File: src/rtl/hdelay_line.sv
// rtl/hdelay_line.sv - runtime-programmable N-cycle data/valid delay line with stall, flush and prime flag
module hdelay_line #(
    parameter int unsigned DATA_WIDTH = 8,
    parameter int unsigned MAX_DEPTH  = 16,
    parameter logic        HINIT      = 1'b0,
    localparam int unsigned DLY_W     = $clog2(MAX_DEPTH + 1)
) (
    input  logic                  hclk,
    input  logic                  hres,
    input  logic                  hen,
    input  logic                  hflush,
    input  logic [DLY_W-1:0]      hdly,
    input  logic [DATA_WIDTH-1:0] hin,
    input  logic                  hin_valid,
    output logic [DATA_WIDTH-1:0] hout,
    output logic                  hout_valid,
    output logic                  hprimed
);

    logic [DATA_WIDTH-1:0] data_q [MAX_DEPTH];
    logic [MAX_DEPTH-1:0]  valid_q;
    logic [DLY_W-1:0]      cnt_q, cnt_d;
    logic [DLY_W-1:0]      eff_dly;

    // Oversized requests clamp to the deepest stage rather than wrapping.
    assign eff_dly = (hdly > DLY_W'(MAX_DEPTH)) ? DLY_W'(MAX_DEPTH) : hdly;

    always_comb begin
        hout       = hin;
        hout_valid = hin_valid;
        for (int k = 0; k < int'(MAX_DEPTH); k++) begin
            if (eff_dly == DLY_W'(k + 1)) begin
                hout       = data_q[k];
                hout_valid = valid_q[k];
            end
        end
    end

    always_comb begin
        cnt_d = cnt_q;
        if (hflush) begin
            cnt_d = '0;
        end else if (hen && (cnt_q != DLY_W'(MAX_DEPTH))) begin
            cnt_d = cnt_q + 1'b1;
        end
    end

    assign hprimed = (cnt_q >= eff_dly);

    // Every stage is explicitly reset so the array maps to flops, not shift-register primitives.
    always_ff @(posedge hclk) begin
        if (!hres) begin
            for (int k = 0; k < int'(MAX_DEPTH); k++) begin
                data_q[k] <= {DATA_WIDTH{HINIT}};
            end
            valid_q <= '0;
            cnt_q   <= '0;
        end else begin
            if (hen) begin
                data_q[0] <= hin;
                for (int k = 1; k < int'(MAX_DEPTH); k++) begin
                    data_q[k] <= data_q[k-1];
                end
            end
            if (hflush) begin
                valid_q <= '0;
            end else if (hen) begin
                valid_q[0] <= hin_valid;
                for (int k = 1; k < int'(MAX_DEPTH); k++) begin
                    valid_q[k] <= valid_q[k-1];
                end
            end
            cnt_q <= cnt_d;
        end
    end

endmodule

File: config.mk
export PLATFORM = sky130hd
export DESIGN_NAME = hdelay_line
export DESIGN_NICKNAME = d
export VERILOG_FILES = /design/src/rtl/hdelay_line.sv
export SDC_FILE = /design/constraint.sdc
export NUM_CORES = 1
export LEC_CHECK = 0
export CAP_MARGIN = 25
export CORE_MARGIN = 1
export CORE_UTILIZATION = 44
export DETAILED_ROUTE_END_ITERATION = 7
export SLEW_MARGIN = 40
export SYNTH_ARGS = -nofsm -noshare
export SYNTH_HDL_FRONTEND = slang
export SYNTH_SLANG_ARGS = --single-unit
File: constraint.sdc
create_clock -name hclk -period 4.8 [get_ports hclk]
set_clock_uncertainty 0.15 [all_clocks]
set_input_delay 0.48 -clock hclk [delete_from_list [all_inputs] [get_ports hclk]]
set_output_delay 0.48 -clock hclk [all_outputs]
set_load 0.005 [all_outputs]
==> flow_metrics.tcl <==
set metrics [dict create \
    place_ws_ps 484 \
    cp.required_ps 4170 \
    routabilityCongestion 0.876 \
    core_area_mm2 0.0161 \
    grt_pass1_vias 4893 \
    cp_max_fo 10 \
    syn_nets 644 \
    synth_seq_cells 149 \
    vdd_drop_max_v 0.000277 \
    clock_sink_count 149 \
    setup_viol 0 \
    io_pins 28 \
    critPathArrivalTime_ps 3690 \
    crit_path_frequent_cell "clkdlybuf4s50_1" \
    yosys_most_used_dff "edfxtp_1" \
    hold_class "register to register" \
    swShare_pct 23.4 \
    slowest_delay_ps 620 \
    slew-limit-headroom_pct 46.6 \
    drc 0 \
    fmax_ghz 0.231 \
    start_kind "input pin" \
    htreeDepth 4 \
    netlist-cell-type-count 66 \
    cellLeakagePower_uw 0.00340 \
    dp_hpwl_um 11600 \
    drive_above_1_share_pct 9.22 \
    finalPower_uw 3230 \
    die_y_um 131 \
    first_iter_violations 513 \
    antenna_found_initial 0 \
    routed_via_density 5.97 \
    insertedDiodeCount 0 \
    cp-end-kind "primary output" \
    final_cell_mix "edfxtp_1, and3_1, and2_1" \
    area_delta_synth_final_pct 14.6 \
    cts_hold_buf 0 \
    path_clk_slew_ps 60 \
    grt_pass1_wl_um 28000 \
    critical_path.cell_chain "clkdlybuf4s50_1 -> nand2b_1 -> or2_0 -> o21ai_0 -> a2111oi_0 -> a221o_1 -> clkdlybuf4s50_1" \
    fin_crit_ps 4320 \
    finalMaxSlewViolations 0 \
    critPathKind "input pin to primary output" \
    dieArea_mm2 0.0171 \
    rows 46 \
    dieWidth_um 131 \
    cts_setup_buffers 0 \
    powerDensity_mw_per_mm2 385 \
    finalHoldViolCount 0 \
    crit_slowest_cell "clkdlybuf4s50_1" \
    syn-instance-count 619 \
    p_sw_uw 754 \
    use_met1_pct 33.2 \
    cts_tree "yes" \
    wire_per_inst_um 20.6 \
    final_common_cell "edfxtp_1" \
    syn_area_per_cell_um2 11.8 \
    firstDrtPassIters 5 \
    grt.busiest_layer "met1" \
    post-route-cell-area_mm2 0.00838 \
    port_buffers 27 \
    synth_edf_count 128 \
    p_int_uw 2480 \
    start_util_pct 45.6 \
    grt_util_met3_pct 5.46 \
    seq_power_share_pct 47.5 \
    cpLargestDelayFamily "buffers and inverters" \
    cap_violations 0 \
    yosysSeqAreaShare_pct 58.3 \
    vias 5111 \
    combinationalPowerShare_pct 8.3 \
    clock_power_share_pct 44.2 \
    clock_latency_ps 430 \
    grt_overflow 0 \
    cts_resized 0 \
    grtUsageTotal_pct 22.2 \
    cts-root-buf "clkbuf_16" \
    routed_wl_um 17700 \
    fin_ws_ps 477 \
    outcome "completed" \
    grt_max_degree 126 \
    fin_crit_sh_pct 90.1 \
    tightestPinTransition_ps 801 \
    cts_buffer_depth 2 \
    numCtsBuffers 17 \
    yosys_warnings 0 \
    async_reset_ff_share_pct 0 \
    nets 652 \
    ant_nets 0 \
    cp_num_buf_inv 2 \
    rsz0062_at_grt "false" \
    finalSetupTns_ps 0 \
    grtUsageMet2_pct 32.0 \
    netlist_area_mm2 0.00731 \
    place_area_mm2 0.00776 \
    fin_hold_ws_ps 382 \
]
metal layers:
metal / routed length [um] / part of all wire (%)
met2: 7690 / 44
met4: 206 / 1.2
met3: 1020 / 5.8
met1: 8750 / 50
met5: 0 / 0
worst paths after layout:
| kind | endpoint | slack, ps | depth (start not counted) | from |
|---|---|---|---|---|
| setup reg to reg | cnt_q[1] | 3160 | 6 | cnt_q[0] |
| hold reg to reg | valid_q[3] | 380 | 2 | valid_q[3] |
| setup / recovery | hout[7] | 480 | 7 | hdly[2] |
| hold / removal | valid_q[3] | 380 | 2 | valid_q[3] |
final cells by class:
cell class | instances | area, um2
clock buffer | 17 | 425
inverter | 10 | 37.5
sequential | 149 | 4260
fill | 1394 | 7670
timing repair buffer | 41 | 382
multi-input combinational | 408 | 2800
tap | 216 | 270
clock inverter | 15 | 203
cell usage after synthesis, types with 16 or more instances:
| cell | instances | area [um2] |
|---|---|---|
| clkbuf_1 | 31 | 116 |
| and3_1 | 88 | 551 |
| dfxtp_1 | 21 | 420 |
| nand2_1 | 21 | 78.8 |
| buf_2 | 18 | 90.1 |
| edfxtp_1 | 128 | 3840 |
| nor2_1 | 25 | 93.8 |
| a211oi_1 | 21 | 158 |
| and2_1 | 48 | 300 |
| o21ai_0 | 16 | 80.1 |
| nor3_1 | 18 | 90.1 |
| mux2i_1 | 36 | 360 |
cell families (layout without fill, tap and decap cells):
family	after synthesis	count (layout)	synth area share, %
compound gates	122	122	12.2
xor+xnor	5	5	0.599
fa+ha+maj	7	7	1.20
buf+inv	62	83	3.49
flops	149	149	58.3
mux	38	38	5.23
simple gates	236	236	19.0
power groups by stage:
stage	Clock, uW	Sequential [uW]	Combinational (uW)
4_1_cts	1450	1530	268
2_1_floorplan	0	1540	172
6_report	1430	1530	268
3_3_place_gp	0	1560	262
3_5_place_dp	0	1560	267
5_1_grt	1500	1540	292
per-stage QoR:
stage               std cells  util, %
floorplan                 619        -
global placement          824     48.3
detailed placement        824     48.3
CTS                       856     52.2
global route              856     52.2
finish                    856     52.2
worst reg2reg max path, stage by stage (launching register included):
cell     delay, ps
dfxtp_1        330
inv_1          120
ha_1           160
nand2_1         60
o31ai_1        380
mux2i_1        240
nor2_1          50
flip-flops by register name, indices dropped and copies added (netlist names):
name,count
cnt_q,5
valid_q,16
data_q,128
(Power assumes the default switching activity.)
